==> config.mk <==
export PLATFORM = sky130hd
export DESIGN_NAME = leaf_out_arbiter
export DESIGN_NICKNAME = d
export VERILOG_FILES = /design/src/rtl/leaf_out_arbiter.sv
export SDC_FILE = /design/constraint.sdc
export NUM_CORES = 1
export LEC_CHECK = 0
export CORE_MARGIN = 2
export CORE_UTILIZATION = 25
export CTS_CLUSTER_SIZE = 24
export DETAILED_ROUTE_END_ITERATION = 10
export PLACE_DENSITY_LB_ADDON = 0.15
export SLEW_MARGIN = 20
export SYNTH_ARGS = -nofsm -noshare
export SYNTH_HDL_FRONTEND = slang
export SYNTH_HIERARCHICAL = 1
export SYNTH_SLANG_ARGS = --single-unit
==> constraint.sdc <==
create_clock -name clk_user -period 1.7 [get_ports clk_user]
set_input_delay 0.34 -clock clk_user [delete_from_list [all_inputs] [get_ports clk_user]]
set_output_delay 0.34 -clock clk_user [all_outputs]
set_load 0.01 [all_outputs]
==> src/rtl/leaf_out_arbiter.sv <==
// Round-robin merge of several user-kernel output streams onto one leaf output stream.
// Optional per-port word counters are built only when LEAF_ARB_STATS_EN is defined.

module leaf_arb_lane (
`ifdef LEAF_ARB_STATS_EN
  input  logic        clk_user,
  input  logic        reset_n,
  input  logic        vld,
  output logic [31:0] count,
`endif
  input  logic        granted,
  input  logic        ack_in,
  output logic        ack_out
);
  assign ack_out = granted & ack_in;

`ifdef LEAF_ARB_STATS_EN
  always_ff @(posedge clk_user or negedge reset_n)
    if (!reset_n)                   count <= '0;
    else if (granted & vld & ack_in) count <= count + 32'd1;
`endif
endmodule

module leaf_out_arbiter #(
  parameter int NUM_PORTS    = 4,
  parameter int PAYLOAD_BITS = 32,
  parameter int PORT_BITS    = 2,
  parameter int MAX_BURST    = 16
) (
  input  logic                              clk_user,
  input  logic                              reset_n,
  input  logic [NUM_PORTS*PAYLOAD_BITS-1:0] din_user2arb,
  input  logic [NUM_PORTS-1:0]              vld_user2arb,
  output logic [NUM_PORTS-1:0]              ack_arb2user,
  output logic [PAYLOAD_BITS-1:0]           dout_arb2interface,
  output logic                              vld_arb2interface,
  input  logic                              ack_interface2arb,
  output logic [PORT_BITS-1:0]              grant_port,
  output logic                              busy
`ifdef LEAF_ARB_STATS_EN
  ,
  input  logic [PORT_BITS-1:0]              stat_sel,
  output logic [31:0]                       stat_count
`endif
);
  localparam int BCW = $clog2(MAX_BURST) + 1;

  typedef enum logic {IDLE, GRANT} state_t;

  state_t                                   state, state_nxt;
  logic [PORT_BITS-1:0]                     sel, sel_nxt, rr_ptr, rr_nxt, pick;
  logic [BCW-1:0]                           burst_cnt, burst_nxt;
  logic [NUM_PORTS-1:0][PAYLOAD_BITS-1:0]   din_arr;
  logic [NUM_PORTS-1:0]                     granted;
  logic                                     sel_vld, xfer, found;

  assign din_arr = din_user2arb;
  assign sel_vld = vld_user2arb[sel];
  assign xfer    = (state == GRANT) && sel_vld && ack_interface2arb;

  // First requester strictly after rr_ptr, then wrap to the ports at or below it.
  always_comb begin
    pick  = '0;
    found = 1'b0;
    for (int i = 0; i < NUM_PORTS; i++)
      if (!found && vld_user2arb[i] && i > int'(rr_ptr)) begin
        pick  = PORT_BITS'(i);
        found = 1'b1;
      end
    for (int i = 0; i < NUM_PORTS; i++)
      if (!found && vld_user2arb[i] && i <= int'(rr_ptr)) begin
        pick  = PORT_BITS'(i);
        found = 1'b1;
      end
  end

  always_ff @(posedge clk_user or negedge reset_n)
    if (!reset_n) begin
      state     <= IDLE;
      sel       <= '0;
      rr_ptr    <= PORT_BITS'(NUM_PORTS - 1);
      burst_cnt <= '0;
    end else begin
      state     <= state_nxt;
      sel       <= sel_nxt;
      rr_ptr    <= rr_nxt;
      burst_cnt <= burst_nxt;
    end

  always_comb begin
    state_nxt = state;
    sel_nxt   = sel;
    rr_nxt    = rr_ptr;
    burst_nxt = burst_cnt;
    case (state)
      IDLE:
        if (|vld_user2arb) begin
          sel_nxt   = pick;
          burst_nxt = '0;
          state_nxt = GRANT;
        end
      GRANT:
        // A dropped valid or the last word of the burst releases the grant.
        if (!sel_vld || (xfer && burst_cnt == BCW'(MAX_BURST - 1))) begin
          state_nxt = IDLE;
          rr_nxt    = sel;
        end else if (xfer) begin
          burst_nxt = burst_cnt + BCW'(1);
        end
      default: state_nxt = IDLE;
    endcase
  end

  always_comb begin
    dout_arb2interface = '0;
    vld_arb2interface  = 1'b0;
    if (state == GRANT) begin
      dout_arb2interface = din_arr[sel];
      vld_arb2interface  = sel_vld;
    end
  end

  assign grant_port = sel;
  assign busy       = (state == GRANT);

`ifdef LEAF_ARB_STATS_EN
  logic [NUM_PORTS-1:0][31:0] cnt;
`endif

  for (genvar g = 0; g < NUM_PORTS; g++) begin : g_lane
    assign granted[g] = (state == GRANT) && (sel == PORT_BITS'(g));
    leaf_arb_lane u_lane (
`ifdef LEAF_ARB_STATS_EN
      .clk_user (clk_user),
      .reset_n  (reset_n),
      .vld      (vld_user2arb[g]),
      .count    (cnt[g]),
`endif
      .granted  (granted[g]),
      .ack_in   (ack_interface2arb),
      .ack_out  (ack_arb2user[g])
    );
  end

`ifdef LEAF_ARB_STATS_EN
  always_ff @(posedge clk_user or negedge reset_n)
    if (!reset_n)                         stat_count <= '0;
    else if (int'(stat_sel) < NUM_PORTS)  stat_count <= cnt[stat_sel];
    else                                  stat_count <= '0;
`endif
endmodule

* After elaboration in Yosys (flattened, before gate mapping) *
Cells that the tools add are included.

word-level totals
  logic and storage cells = 82
  bits in registers = 10
  input port bits = 135
  output and inout port bits = 40

operators by class
  order comparisons = 7
  equal/unequal tests = 7
  muxes and demuxes = 26
  reductions and logical operators = 32
  add/subtract/negate cells = 1
  bitwise operators = 5

operator list
  kind                 number
  $bmux 32 s2          1
  $mux 32              2
  $logic_and 1x1->1    19
  $mux 5               3
  $mux 2               6
  $mux 1               11
  $pmux 5 s2           1
  $logic_not 1->1      7
  $add 5x1->5 const B  1
  $eq 5x4->1 const B   1
  $and 1x1->1          4
  $eq 2x2->1 const B   2
  $gt 2x2->1 const A   2
  $le 2x2->1 const A   2
  $ne 2x2->1 const B   2
  $reduce_and 2->1     2
  $reduce_or 4->1      1
  $lt 2x3->1 const B   1
  $reduce_and 3->1     1
  $bmux 1 s2           1
  $eq 2x1->1 const B   1
  $gt 1x2->1 const A   1
  $le 1x2->1 const A   1
  $logic_not 2->1      1
  4 further kinds      4

* Longest topological paths before layout *
  depth after elaboration = 26
  gate-level depth with buffers = 6
  mapped depth without buffers = 6

* Cells and area by module *
The synthesis kept the hierarchy.

modules (own cells, without submodules)
  module            sequential area each (µm²)  area each (µm²)  instances  cells an instance
  leaf_out_arbiter  252.7                       1616.6           1          135
  leaf_arb_lane     0.0                         6.3              4          1

* Worst setup path after synthesis *
Ideal clock, no wire load.

  kind = reg2out
  start point = reg sel[0], in the netlist grant_port[0]
  end point = out dout_arb2interface[0]
  path slack = -0.110 ns
  buffers on the path = 2
  stages on the path, launching flop included = 5
  data required time = 1.360 ns
  data arrival time = 1.470 ns
  path through = dfrtp_1 -> buf_6 -> buf_6 -> mux4_2 -> and2_1

on the way
  word-level cells in the longest chain between the ends = 3

ends and longest elaborated chain
  item                           line  source
  start: declaration             51    logic [PORT_BITS-1:0] sel, sel_nxt, rr_ptr, rr_nxt, pick;
  start signal: assignment       85    sel <= sel_nxt;
  $bmux 32 s2                    118   dout_arb2interface = din_arr[sel];
  $mux 32 (implied by the code)  118
  $mux 32                        117   if (state == GRANT) begin
  end: declaration               35    output logic [PAYLOAD_BITS-1:0] dout_arb2interface,

No other way between the ends. The select of a mux whose other input is x is not followed.

* Final worst setup path *
  start point = reg sel[0], in the netlist grant_port[0]
  end point = out dout_arb2interface[7]

Same word-level chain as after synthesis.

==> key figures <==
Critical path
  • Worst-path maximum fanout: 7
  • CP Class: reg2out
  • Kind of start point of the critical path: flip-flop
  • Required time at the endpoint of the critical path: between 1 and 1.5 ns
  • FF-to-FF path depth: 6
  • CP arrival: around 1.7 ns
  • Endpoint type of the worst setup path: output port

Placed design
  • Number of buffers added on ports: approximately 170
  • Detailed placer's ending HPWL: about 6100 um
  • Weighted congestion reported at the end of routability-driven placement: approximately 0.85

Synth
  • Synth Flop Type: sky130_fd_sc_hd__dfrtp_1
  • Async set or reset register ratio after synthesis: 1.00
  • Syn Inst Count: between 100 and 150
  • Share of synthesized area occupied by flip-flops and latches: 0.154
  • Combined area of all synthesized cells: ~1600 um2
  • Count of flip-flops with a built-in enable after synthesis: 0
  • Average instance area after synthesis: 11.8 um2
  • Unique masters post-synth: 31
  • Flop and latch count out of synthesis: 10
  • Total nets after synthesis: approximately 280
  • Warning count from the yosys run: 6

Min path
  • Kind of path behind the tightest hold check: in2async

Floorplanning
  • Die area: roughly 7200 um2
  • Number of core rows: 29
  • Chip Width: ~85 um
  • I/O pin count: 175
  • Initial standard-cell utilization of the core: 0.259
  • Standard cell core area: between 6000 and 7000 um2
  • Die H: between 80 and 90 um

Final layout
  • Most frequent cells in the layout: 135 x sky130_fd_sc_hd__clkdlybuf4s50_1, 47 x sky130_fd_sc_hd__buf_6, 33 x sky130_fd_sc_hd__mux4_2, 32 x sky130_fd_sc_hd__and2_4, 14 x sky130_fd_sc_hd__buf_4
  • Fraction of the core area covered by cells at the end of the flow: 0.625
  • Most common cell after layout, fill and taps aside: sky130_fd_sc_hd__clkdlybuf4s50_1
  • Antenna cells: 0
  • Fraction of final layout cells sized beyond drive strength 1: 0.457
  • Net count of the finished layout: 477
  • P&R area growth vs syn: 142%

CTS
  • Clock Latency Late Sink: approximately 0.23 ns
  • Post-CTS Hold Buffers: 0
  • Clk root buf: sky130_fd_sc_hd__clkbuf_8
  • Number of buffers created by CTS: 3
  • Clock tree sinks: 10
  • CTS clock-pin slew for the worst setup and hold paths: 0.05 ns
  • Largest buffer count on any clock path: 2
  • Clock tree from TritonCTS: done
  • H-tree lvl count: 1

GRT
  • Maximum number of pins on one net before global-route repair: 37
  • Aggregate global-route resource usage: 0.209
  • GRT Residual Overflow: 0
  • Via count of the first global-routing pass: 2196
  • First-pass GRT wire length: 11800 um
  • Number of antenna violations at the first check in global routing: 0

Pwr
  • Leakage component of the power: roughly 1.7 nW
  • Maximum ir drop on the vdd rail: approximately 0.76 mV
  • Power density cells: between 1000 and 1500 nW/um2
  • Fraction of power consumed by the clock network: 0.051
  • Net switching power: just under 2 mW
  • Internal cell power: 3.75 mW
  • Comb power frac: 0.867
  • Switching share of power: 0.341
  • Power share of the sequential group: 0.082
  • Total power draw: 5.69 mW

Route
  • Via count of the routed design: 2041
  • Remaining design rule violation count: 0
  • Vias per cell: around 5
  • Wire length per cell: roughly 18 um
  • Total length of routed wires: a little under 8000 um
  • Count of antenna-violating nets left after detailed routing: 0
  • Number of search-and-repair iterations in the first detailed-routing pass: 4
  • Number of violations reported at the end of detailed-routing iteration 0: 43

STA
  • Achievable clock frequency: ~480 MHz
  • Worst Tran Pin Value: between 0.4 and 0.5 ns
  • Final-report max-slew violation count: 0
  • RSZ-0062 raised after global routing: true
  • Final period demand of the worst path: just over 2 ns
  • Final Cycle Share: 1.21
  • Finish-stage setup viols: 39
  • Hold violation count in the final report: 0
  • Clk_skew: around 0.0019 ns
  • Slew HR: 0.698
  • Worst Setup Slack, final: -0.363 ns
  • Setup TNS Final: -10.28 ns

Outcome
  • Result of the run: complete, but fails checks
  • Violated checks: negative setup slack

Job
  • Max Cap Violations: 0
[power groups by stage]
stage | clock network, mW | registers (mW) | logic [mW]
after global placement | 0 | 0.452 | 4.06
final | 0.289 | 0.467 | 4.93
after floorplan | 0 | 0.437 | 2.35
after global routing | 0.308 | 0.480 | 5.23
after detailed placement | 0 | 0.458 | 4.09
after CTS | 0.297 | 0.463 | 4.88
[per-layer routing]
layer  vias up  part of all wire  wire [um]  GRT usage
met2        89              0.53       4110      0.401
met3        10             0.066        510     0.0302
met4         0             0.012         96     0.0332
met5         -                 0          0          0
met1       990              0.39       2980      0.250
li1        952                 -          -          -
[worst max-delay path, cell delays in order, from the launching register on]
cell	delay (ns)
sky130_fd_sc_hd__dfrtp_2	0.47
sky130_fd_sc_hd__buf_8	0.17
sky130_fd_sc_hd__buf_6	0.11
sky130_fd_sc_hd__mux4_2	0.48
sky130_fd_sc_hd__and2_4	0.15
sky130_fd_sc_hd__buf_6	0.11
[state kept, by name, summed over array words and instances (netlist names)]
| signal | count |
|---|---|
| rr_ptr | 2 |
| busy | 1 |
| burst_cnt | 5 |
| grant_port | 2 |
[stage by stage]
stage / setup WS, ns / hold WS, ns / instances / instance area (um2)
after floorplan: -0.0724 / 0.0444 / 139 / 1710
after global placement: -0.564 / 0.474 / 395 / 3610
after detailed placement: -0.568 / 0.486 / 395 / 3610
after CTS: -0.387 / 0.442 / 417 / 3940
after global routing: -0.428 / 0.463 / 416 / 3970
final: -0.363 / 0.426 / 416 / 3970
[synth_stat cells, types with 3 or more instances]
cell type | instances | area [um2]
sky130_fd_sc_hd__buf_2 | 4 | 20.0
sky130_fd_sc_hd__clkbuf_1 | 6 | 22.5
sky130_fd_sc_hd__mux4_2 | 33 | 743
sky130_fd_sc_hd__and2_1 | 37 | 231
sky130_fd_sc_hd__o21ai_0 | 6 | 30.0
sky130_fd_sc_hd__buf_6 | 3 | 33.8
sky130_fd_sc_hd__and3_1 | 3 | 18.8
sky130_fd_sc_hd__dfrtp_1 | 8 | 200
sky130_fd_sc_hd__inv_1 | 3 | 11.3
sky130_fd_sc_hd__mux2i_1 | 6 | 60.1
[layout make-up]
class / count / area (um2)
inverters: 3 / 11.3
repair buffers: 209 / 2130
fillers: 544 / 2380
clock buffers: 4 / 55.1
well taps: 77 / 96.3
flip-flops and latches: 10 / 256
multi-input cells: 113 / 1420
[kinds of logic (layout without fill, tap and decap cells)]
logic type,after synthesis,after routing,synth area share
and+or+nand+nor,53,53,0.203
adders and majority gates,2,2,0.0152
DFF,10,10,0.154
buffers and inverters,16,216,0.0534
muxes,41,41,0.503
AOI/OAI and AO/OA,17,17,0.0717
[worst paths after layout]
check / start / endpoint / slack, ns
min reg2reg: burst_cnt[2] / burst_cnt[2] / 0.49
min: reset_n / burst_cnt[4] / 0.43
max in group asynchronous: reset_n / grant_port[1] / 0.94
max: grant_port[0] / dout_arb2interface[7] / -0.36
min in group clk_user: burst_cnt[2] / burst_cnt[2] / 0.49
max reg2reg: grant_port[0] / rr_ptr[1] / -0.07
[timing repair]
action,in CTS,in global routing
gates cloned,1,0
pin swaps,26,2
buffers inserted,17,2
endpoints found under the setup margin,45,45
resized for setup,221,18
No activity file was read; power rests on OpenSTA's default activity.
